<file path="config.mk">
export PLATFORM = sky130hd
export DESIGN_NAME = stream_arb_mux_flat
export DESIGN_NICKNAME = d
export VERILOG_FILES = /design/src/rtl/stream_arb_mux_pkg.sv /design/src/rtl/stream_arb_mux_if.sv /design/src/rtl/stream_arb_mux_rr_arbiter.sv /design/src/rtl/stream_arb_mux.sv /design/src/flat_wrapper.sv
export SDC_FILE = /design/constraint.sdc
export NUM_CORES = 1
export LEC_CHECK = 0
export ABC_AREA = 0
export ABC_CLOCK_PERIOD_IN_PS = 2600
export CORE_MARGIN = 2
export CORE_UTILIZATION = 27
export DETAILED_ROUTE_END_ITERATION = 6
export MAX_ROUTING_LAYER = met4
export PLACE_DENSITY = 0.63
export SETUP_SLACK_MARGIN = 0.05
export SYNTH_ARGS = -nofsm -noshare
export SYNTH_HDL_FRONTEND = slang
export SYNTH_HIERARCHICAL = 1
export SYNTH_SLANG_ARGS = --single-unit
export TNS_END_PERCENT = 5
</file>
<file path="constraint.sdc">
create_clock -name clk -period 2.6 [get_ports clk]
set_input_delay 0.39 -clock clk [delete_from_list [all_inputs] [get_ports clk]]
set_output_delay 0.39 -clock clk [all_outputs]
set_load 0.005 [all_outputs]
</file>
<file path="src/rtl/stream_arb_mux_pkg.sv">
// Shared types and helpers for the stream_arb_mux block.
// Arbitration mode encoding and channel-index width helper.
package stream_arb_mux_pkg;

  typedef enum logic [1:0] {
    ARB_FIXED = 2'd0,
    ARB_RR    = 2'd1,
    ARB_FORCE = 2'd2,
    ARB_RSVD  = 2'd3
  } arb_mode_e;

  function automatic int ch_w(input int n);
    return $clog2(n);
  endfunction

endpackage

</file>
<file path="src/rtl/stream_arb_mux_if.sv">
// Valid/ready bundle between NUM_CH producers, the mux, and one consumer.
// Signal suffixes are from the mux's point of view (slave modport).
interface stream_arb_mux_if
  import stream_arb_mux_pkg::*;
#(
  parameter int WIDTH  = 8,
  parameter int NUM_CH = 4
);
  localparam int CH_W = ch_w(NUM_CH);

  logic [NUM_CH-1:0]       in_valid_i;
  logic [NUM_CH*WIDTH-1:0] in_data_i;
  logic [NUM_CH-1:0]       in_ready_o;
  logic                    out_valid_o;
  logic [WIDTH-1:0]        out_data_o;
  logic [CH_W-1:0]         out_ch_o;
  logic                    out_ready_i;

  modport master (
    output in_valid_i, in_data_i, out_ready_i,
    input  in_ready_o, out_valid_o, out_data_o, out_ch_o
  );

  modport slave (
    input  in_valid_i, in_data_i, out_ready_i,
    output in_ready_o, out_valid_o, out_data_o, out_ch_o
  );

endinterface

</file>
<file path="src/rtl/stream_arb_mux_rr_arbiter.sv">
// Combinational masked priority picker: first request at or after ptr_i,
// wrapping; fixed_i forces the search to start at index 0.
module rr_arbiter
  import stream_arb_mux_pkg::*;
#(
  parameter int NUM_CH = 4,
  localparam int CH_W  = ch_w(NUM_CH)
) (
  input  logic [NUM_CH-1:0] req_i,
  input  logic [CH_W-1:0]   ptr_i,
  input  logic              fixed_i,
  output logic [NUM_CH-1:0] grant_o,
  output logic [CH_W-1:0]   idx_o,
  output logic              any_o
);

  logic [CH_W-1:0] start;

  always_comb begin
    // NOTE: every output gets a default before any conditional write, so no latch is inferred.
    grant_o = '0;
    idx_o   = '0;
    any_o   = 1'b0;
    start   = fixed_i ? '0 : ptr_i;
    // Upper pass covers [start, NUM_CH-1]; the lower pass supplies the wrap.
    for (int c = 0; c < NUM_CH; c++) begin
      if (!any_o && req_i[c] && (CH_W'(c) >= start)) begin
        any_o      = 1'b1;
        grant_o[c] = 1'b1;
        idx_o      = CH_W'(c);
      end
    end
    for (int c = 0; c < NUM_CH; c++) begin
      if (!any_o && req_i[c]) begin
        any_o      = 1'b1;
        grant_o[c] = 1'b1;
        idx_o      = CH_W'(c);
      end
    end
  end

endmodule

</file>
<file path="src/rtl/stream_arb_mux.sv">
// N-channel valid/ready stream mux with a registered output stage and
// fixed-priority, round-robin or forced-select arbitration.
module stream_arb_mux
  import stream_arb_mux_pkg::*;
#(
  parameter int WIDTH  = 8,
  parameter int NUM_CH = 4,
  localparam int CH_W  = ch_w(NUM_CH)
) (
  input  logic              clk,
  input  logic              reset_n,
  input  logic [1:0]        mode_i,
  input  logic [CH_W-1:0]   sel_i,
  stream_arb_mux_if.slave   bus
);

  arb_mode_e         mode;
  logic [NUM_CH-1:0] eligible;
  logic [NUM_CH-1:0] grant;
  logic [CH_W-1:0]   grant_idx;
  logic              grant_any;
  logic [WIDTH-1:0]  grant_data;
  logic              load;

  logic              out_valid_q, out_valid_d;
  logic [WIDTH-1:0]  out_data_q,  out_data_d;
  logic [CH_W-1:0]   out_ch_q,    out_ch_d;
  logic [CH_W-1:0]   rr_ptr_q,    rr_ptr_d;

  assign mode = arb_mode_e'(mode_i);
  assign load = !out_valid_q || bus.out_ready_i;

  // Forced mode: an out-of-range sel_i matches no channel, so nothing is eligible.
  always_comb begin
    eligible = bus.in_valid_i;
    if (mode == ARB_FORCE) begin
      eligible = '0;
      for (int c = 0; c < NUM_CH; c++) begin
        if (sel_i == CH_W'(c)) eligible[c] = bus.in_valid_i[c];
      end
    end
  end

  rr_arbiter #(.NUM_CH(NUM_CH)) u_arb (
    .req_i   (eligible),
    .ptr_i   (rr_ptr_q),
    .fixed_i (mode == ARB_FIXED),
    .grant_o (grant),
    .idx_o   (grant_idx),
    .any_o   (grant_any)
  );

  always_comb begin
    grant_data = '0;
    for (int c = 0; c < NUM_CH; c++) begin
      if (grant[c]) grant_data = bus.in_data_i[c*WIDTH +: WIDTH];
    end
  end

  assign bus.in_ready_o = (reset_n && load) ? grant : '0;

  always_comb begin
    out_valid_d = out_valid_q;
    out_data_d  = out_data_q;
    out_ch_d    = out_ch_q;
    rr_ptr_d    = rr_ptr_q;
    if (load) begin
      if (grant_any) begin
        out_valid_d = 1'b1;
        out_data_d  = grant_data;
        out_ch_d    = grant_idx;
        rr_ptr_d    = (grant_idx == CH_W'(NUM_CH - 1)) ? '0 : grant_idx + CH_W'(1);
      end else begin
        out_valid_d = 1'b0;
      end
    end
  end

  always_ff @(posedge clk) begin
    // NOTE: registered state uses non-blocking assignments so all flops update together.
    if (!reset_n) begin
      out_valid_q <= 1'b0;
      out_data_q  <= '0;
      out_ch_q    <= '0;
      rr_ptr_q    <= '0;
    end else begin
      out_valid_q <= out_valid_d;
      out_data_q  <= out_data_d;
      out_ch_q    <= out_ch_d;
      rr_ptr_q    <= rr_ptr_d;
    end
  end

  assign bus.out_valid_o = out_valid_q;
  assign bus.out_data_o  = out_data_q;
  assign bus.out_ch_o    = out_ch_q;

endmodule
</file>
<file path="src/flat_wrapper.sv">
// flat-port wrapper written by rule: the top's interface ports become plain ports
module stream_arb_mux_flat import stream_arb_mux_pkg::*;
#(
  parameter int WIDTH  = 8,
  parameter int NUM_CH = 4,
  localparam int CH_W  = ch_w(NUM_CH)
)
  (clk, reset_n, mode_i, sel_i, bus_in_valid_i, bus_in_data_i, bus_out_ready_i, bus_in_ready_o, bus_out_valid_o, bus_out_data_o, bus_out_ch_o);
  stream_arb_mux_if #(.WIDTH(WIDTH), .NUM_CH(NUM_CH)) bus_i ();
  input  logic clk;
  input  logic reset_n;
  input  logic [1:0] mode_i;
  input  logic [CH_W-1:0] sel_i;
  input wire logic [$bits(bus_i.in_valid_i)-1:0] bus_in_valid_i;
  input wire logic [$bits(bus_i.in_data_i)-1:0] bus_in_data_i;
  input wire logic [$bits(bus_i.out_ready_i)-1:0] bus_out_ready_i;
  output wire logic [$bits(bus_i.in_ready_o)-1:0] bus_in_ready_o;
  output wire logic [$bits(bus_i.out_valid_o)-1:0] bus_out_valid_o;
  output wire logic [$bits(bus_i.out_data_o)-1:0] bus_out_data_o;
  output wire logic [$bits(bus_i.out_ch_o)-1:0] bus_out_ch_o;
  assign bus_i.in_valid_i = bus_in_valid_i;
  assign bus_i.in_data_i = bus_in_data_i;
  assign bus_i.out_ready_i = bus_out_ready_i;
  assign bus_in_ready_o = bus_i.in_ready_o;
  assign bus_out_valid_o = bus_i.out_valid_o;
  assign bus_out_data_o = bus_i.out_data_o;
  assign bus_out_ch_o = bus_i.out_ch_o;
  stream_arb_mux #(.WIDTH(WIDTH), .NUM_CH(NUM_CH)) u_core (.clk(clk), .reset_n(reset_n), .mode_i(mode_i), .sel_i(sel_i), .bus(bus_i));
endmodule
</file>
==> results <==
- The synthesized design contains 13 register bits.
- Buffers placed on the I/O ports in this run total 57.
- The final sum of negative setup slack is 0 ns.
- The count of standard-cell rows is 23.
- The proportion of synthesized chip area in sequential cells is 0.2361.
- The repair_antennas step left the layout with diodes totalling 0.
- The portion of synthesized cell area occupied by the leading cell type is 0.2361.
- The initial standard-cell utilization of the core is 0.2776.
- In the final routed layout, each cell accounts on average for around 14 um.
- The detail route stage leaves a number of antenna-violating nets equal to 0.
- Once placement finished, the instance area stood at between 0.0015 and 0.002 mm^2.
- Setup repair after global routing could not meet its margin everywhere.
- The post-layout instance area is about 0.002 mm^2.
- In the global route stage, overall resource usage came out at 0.1690.
- The number of max-cap violations is 0.
- The relative contribution of combinational cells to total power is 0.486.
- The share of total power dissipated in sequential elements is 0.297.
- The post-route minimum period is roughly 2.5 ns.
- The total of hold buffers inserted after clock tree synthesis is 0.
- The number of iterations in the first detailed-routing pass is 4.
- 58 I/O pins were placed.
- Excluding fillers, the count of instances in the completed layout stands at around 270.
- The mean area per synthesized cell is a little under 8 um^2.
- The pin count of the biggest net entering global routing is 17.
- The most area-hungry cell type in the Yosys netlist is sky130_fd_sc_hd__dfxtp_1.
- The share of final-layout standard cells stronger than drive strength 1 is 0.2407.
- The die outline height is roughly 68 um.
- The switching share of total power is 0.3175.
- The areal power density over the cells is roughly 430 mW/mm^2.
- The clock skew after layout is 0.003808 ns.
- The clock tree root buffer cell is sky130_fd_sc_hd__clkbuf_8.
- The count of different cell masters after synthesis is 36.
- The synthesized netlist occupies a cell area of between 0.001 and 0.0015 mm^2.
- Routability-driven placement finished with a final weighted congestion of roughly 0.77.
- The required arrival time at the worst endpoint is about 2.2 ns.
- In the final design database the tool counted 261 nets.
- The analysis attributes to cell leakage a power of 0.8266 nW.
- The die covers 0.004610 mm^2.
- The die width is ~68 um.
- The initial antenna violation count is 0.
- The area growth from synthesis to layout is 77.30%.
- In this run the number of H-tree levels came out at 1.
- The synthesis warning total is 6.
- The number of failing setup endpoints in the final timing report is 0.
- Along the worst path, the maximum fanout reaches 3.
- For this block, the via count after detailed routing is 1333.
- The hold violation count in the final report came to 0.
- The internal power of the cells totals between 0.5 and 0.6 mW.
- The final layout contains routed wiring with a total length of around 3600 um.
- The part of the power in the clock network is 0.217.
- The setup slack of the most critical reg-to-reg path is between 0.5 and 0.6 ns.
- The actual transition at the worst max-transition pin is about 0.40 ns.
- The via count of the first global-routing pass is roughly 1300.
- After detailed placement, the design holds a cell count of about 260.
- The HPWL after detailed placement is approximately 2700 um.
- The sort of element at the end of the critical path is an output port.
- The net count after synthesis is 186.
- After the first detailed-routing iteration, the DRC count stood at 21.
- Static timing analysis puts the maximum clock frequency at 0.4042 GHz.
- The flow ran to the end, and the final reports show no timing, DRC or antenna violations.
- Dividing the detail-routed via count by the number of cells gives between 5 and 6.
- The global-route wire length before repair is 5809 um.
- The synthesized instance count is 142.
- The start-to-end type of the worst setup path is input port to output port.
- The number of buffers inserted during clock tree synthesis is 3.
- The CTS tree is done.
- The worst relative slew slack is 0.7305.
- The largest vdd supply drop is approximately 0.00020 V.
- By area the synthesized netlist is led by sky130_fd_sc_hd__dfxtp_1, sky130_fd_sc_hd__a221oi_2, sky130_fd_sc_hd__o221a_1.
- The critical path data arrival time is around 2.1 ns.
- The number of pins exceeding their max-slew limit in the final report is 0.
- Summed over all nets, the switching power comes to 0.2658 mW.
- CTS saw 13 sinks.
- The worst-case clock buffer depth is 2.
- The floorplan step defined a core boundary enclosing around 0.004 mm^2.
- The sort of element at the start of the critical path is an input port.
- The min-delay analysis places its worst path in the category register to register.
- For the worst-skew pair, the clock arrives at the later sink with an insertion delay of 0.24 ns.
- The CTS clock-pin slew for the worst setup and hold paths is about 0.060 ns.
- Dividing the final minimum period by the clock period gives 0.9516.
- After global routing the overflow that remains totals 0.
- The post-detailed-route DRC marker count is 0.
[cells by family after synthesis]
logic type / after synthesis / share of synthesized area
AND/OR/NAND/NOR: 53 / 0.2656
AO/OA/AOI/OAI: 51 / 0.3848
buffers and inverters: 24 / 0.1021
flip-flops: 13 / 0.2361
adder cells (fa/ha/maj): 1 / 0.01135
[stage by stage]
step / hold WS (ns) / util / setup WS, ns / power [mW]
2_1_floorplan: 0.4701 / - / 0.2614 / 0.4547
3_3_place_gp: 0.4643 / 0.4597 / -0.3946 / 0.6386
3_5_place_dp: 0.4748 / 0.4597 / -0.3923 / 0.6397
4_1_cts: 0.4828 / 0.4880 / 0.1186 / 0.8380
5_1_grt: 0.5170 / 0.4921 / 0.03295 / 0.8966
6_report: 0.4770 / 0.4921 / 0.1259 / 0.8371
[final timing paths]
check | startpoint | end | cells after the start
worst min register to register | u_core/bus.out_ch_o[0]$_SDFFE_PN0P_ | u_core/bus.out_ch_o[0]$_SDFFE_PN0P_ | 2
worst max register to register | u_core/rr_ptr_q[0]$_SDFFE_PN0P_ | u_core/rr_ptr_q[0]$_SDFFE_PN0P_ | 8
worst min-delay path | u_core/bus.out_ch_o[0]$_SDFFE_PN0P_ | u_core/bus.out_ch_o[0]$_SDFFE_PN0P_ | 2
worst max-delay path | bus_in_valid_i[1] | bus_in_ready_o[2] | 9
[worst max-delay path: stages]
cell and delay, ns:
sky130_fd_sc_hd__clkdlybuf4s50_1 0.47, sky130_fd_sc_hd__a21boi_4 0.21, sky130_fd_sc_hd__inv_1 0.10, sky130_fd_sc_hd__buf_4 0.13, sky130_fd_sc_hd__a21oi_1 0.13, sky130_fd_sc_hd__o22a_1 0.19
sky130_fd_sc_hd__nor2_2 0.05, sky130_fd_sc_hd__and3_1 0.14, sky130_fd_sc_hd__dlygate4sd2_1 0.26
[routing by layer]
| metal | up-vias | part of all wire | wire, um | GRT usage |
|---|---|---|---|---|
| met5 | - | 0 | 0 | - |
| met4 | 0 | 0.0030 | 11 | 0.05000 |
| met3 | 2 | 0.068 | 247 | 0.03947 |
| met2 | 38 | 0.47 | 1700 | 0.2672 |
| met1 | 619 | 0.46 | 1675 | 0.2154 |
| li1 | 674 | - | - | - |
[what timing repair did]
| item | in CTS | in global routing |
|---|---|---|
| pin swaps | 7 | 3 |
| setup endpoints to repair | 12 | 5 |
| setup buffers | 3 | 1 |
| resized for setup | 24 | 3 |
| hold endpoints to repair | 0 | 0 |
[flip-flops by register name, indices dropped and copies added (netlist names)]
name                    count
u_core/bus.out_valid_o      1
u_core/bus.out_data_o       8
u_core/rr_ptr_q             2
u_core/bus.out_ch_o         2
[cell type report]
type	instances	area (um^2)
Inverter	12	45.04
Fill cell	420	2017
Sequential cell	13	260.3
Tap cell	50	62.56
Multi-Input combinational cell	105	794.5
Clock buffer	4	45.04
Timing Repair Buffer	82	747.0
[cell usage after synthesis]
cell type / n
sky130_fd_sc_hd__o21ai_1: 2
sky130_fd_sc_hd__nor2b_1: 1
sky130_fd_sc_hd__inv_2: 1
sky130_fd_sc_hd__a21oi_1: 17
sky130_fd_sc_hd__nand3b_1: 8
sky130_fd_sc_hd__nand3_1: 11
sky130_fd_sc_hd__o211ai_1: 1
sky130_fd_sc_hd__and2b_2: 1
sky130_fd_sc_hd__and3_1: 4
sky130_fd_sc_hd__o21a_1: 1
sky130_fd_sc_hd__a32o_1: 1
sky130_fd_sc_hd__a31o_1: 1
sky130_fd_sc_hd__nor2_1: 6
sky130_fd_sc_hd__or4_1: 1
sky130_fd_sc_hd__o221a_1: 8
sky130_fd_sc_hd__nand2b_1: 6
sky130_fd_sc_hd__buf_2: 6
sky130_fd_sc_hd__dfxtp_1: 13
sky130_fd_sc_hd__nor2_2: 2
sky130_fd_sc_hd__buf_6: 1
sky130_fd_sc_hd__nand2_1: 10
sky130_fd_sc_hd__a221oi_2: 8
sky130_fd_sc_hd__nor2b_2: 1
sky130_fd_sc_hd__a32oi_1: 1
sky130_fd_sc_hd__o31a_1: 1
sky130_fd_sc_hd__clkbuf_1: 3
sky130_fd_sc_hd__a21boi_1: 3
sky130_fd_sc_hd__o21ai_0: 4
sky130_fd_sc_hd__nor3_1: 1
sky130_fd_sc_hd__a211oi_1: 1
sky130_fd_sc_hd__o22a_1: 1
sky130_fd_sc_hd__inv_1: 11
sky130_fd_sc_hd__buf_4: 2
sky130_fd_sc_hd__ha_1: 1
sky130_fd_sc_hd__and2_1: 1
sky130_fd_sc_hd__o311ai_0: 1
[cells in the final DEF (no fill, tap or decap), types with 2 or more instances in the layout]
cell                              Yosys  routed
sky130_fd_sc_hd__nand2b_4             0       2
sky130_fd_sc_hd__o21ai_0              4       4
sky130_fd_sc_hd__a21oi_1             17      17
sky130_fd_sc_hd__clkdlybuf4s50_1      0      49
sky130_fd_sc_hd__o221a_1              8       8
sky130_fd_sc_hd__o21ai_1              2       2
sky130_fd_sc_hd__dfxtp_1             13      13
sky130_fd_sc_hd__nand3_1             11      11
sky130_fd_sc_hd__buf_4                2      25
sky130_fd_sc_hd__nor2_1               6       5
sky130_fd_sc_hd__inv_1               11      11
sky130_fd_sc_hd__a21boi_4             0       2
sky130_fd_sc_hd__a221oi_2             8       8
sky130_fd_sc_hd__clkbuf_8             0       3
sky130_fd_sc_hd__dlygate4sd2_1        0       6
sky130_fd_sc_hd__nor2_2               2       3
sky130_fd_sc_hd__nand3b_1             8       8
sky130_fd_sc_hd__nand2b_1             6       4
sky130_fd_sc_hd__nand2_1             10      10
sky130_fd_sc_hd__and3_1               4       4
[power by group through the flow]
stage                     logic (mW)  registers (mW)  clock network [mW]
final                          0.407           0.248               0.182
after global routing           0.446           0.252               0.199
after CTS                      0.403           0.248               0.187
after detailed placement       0.388           0.251                   0
after global placement         0.387           0.252                   0
after floorplan                0.205           0.250                   0
Note: power is estimated with default switching activity, not from simulation.
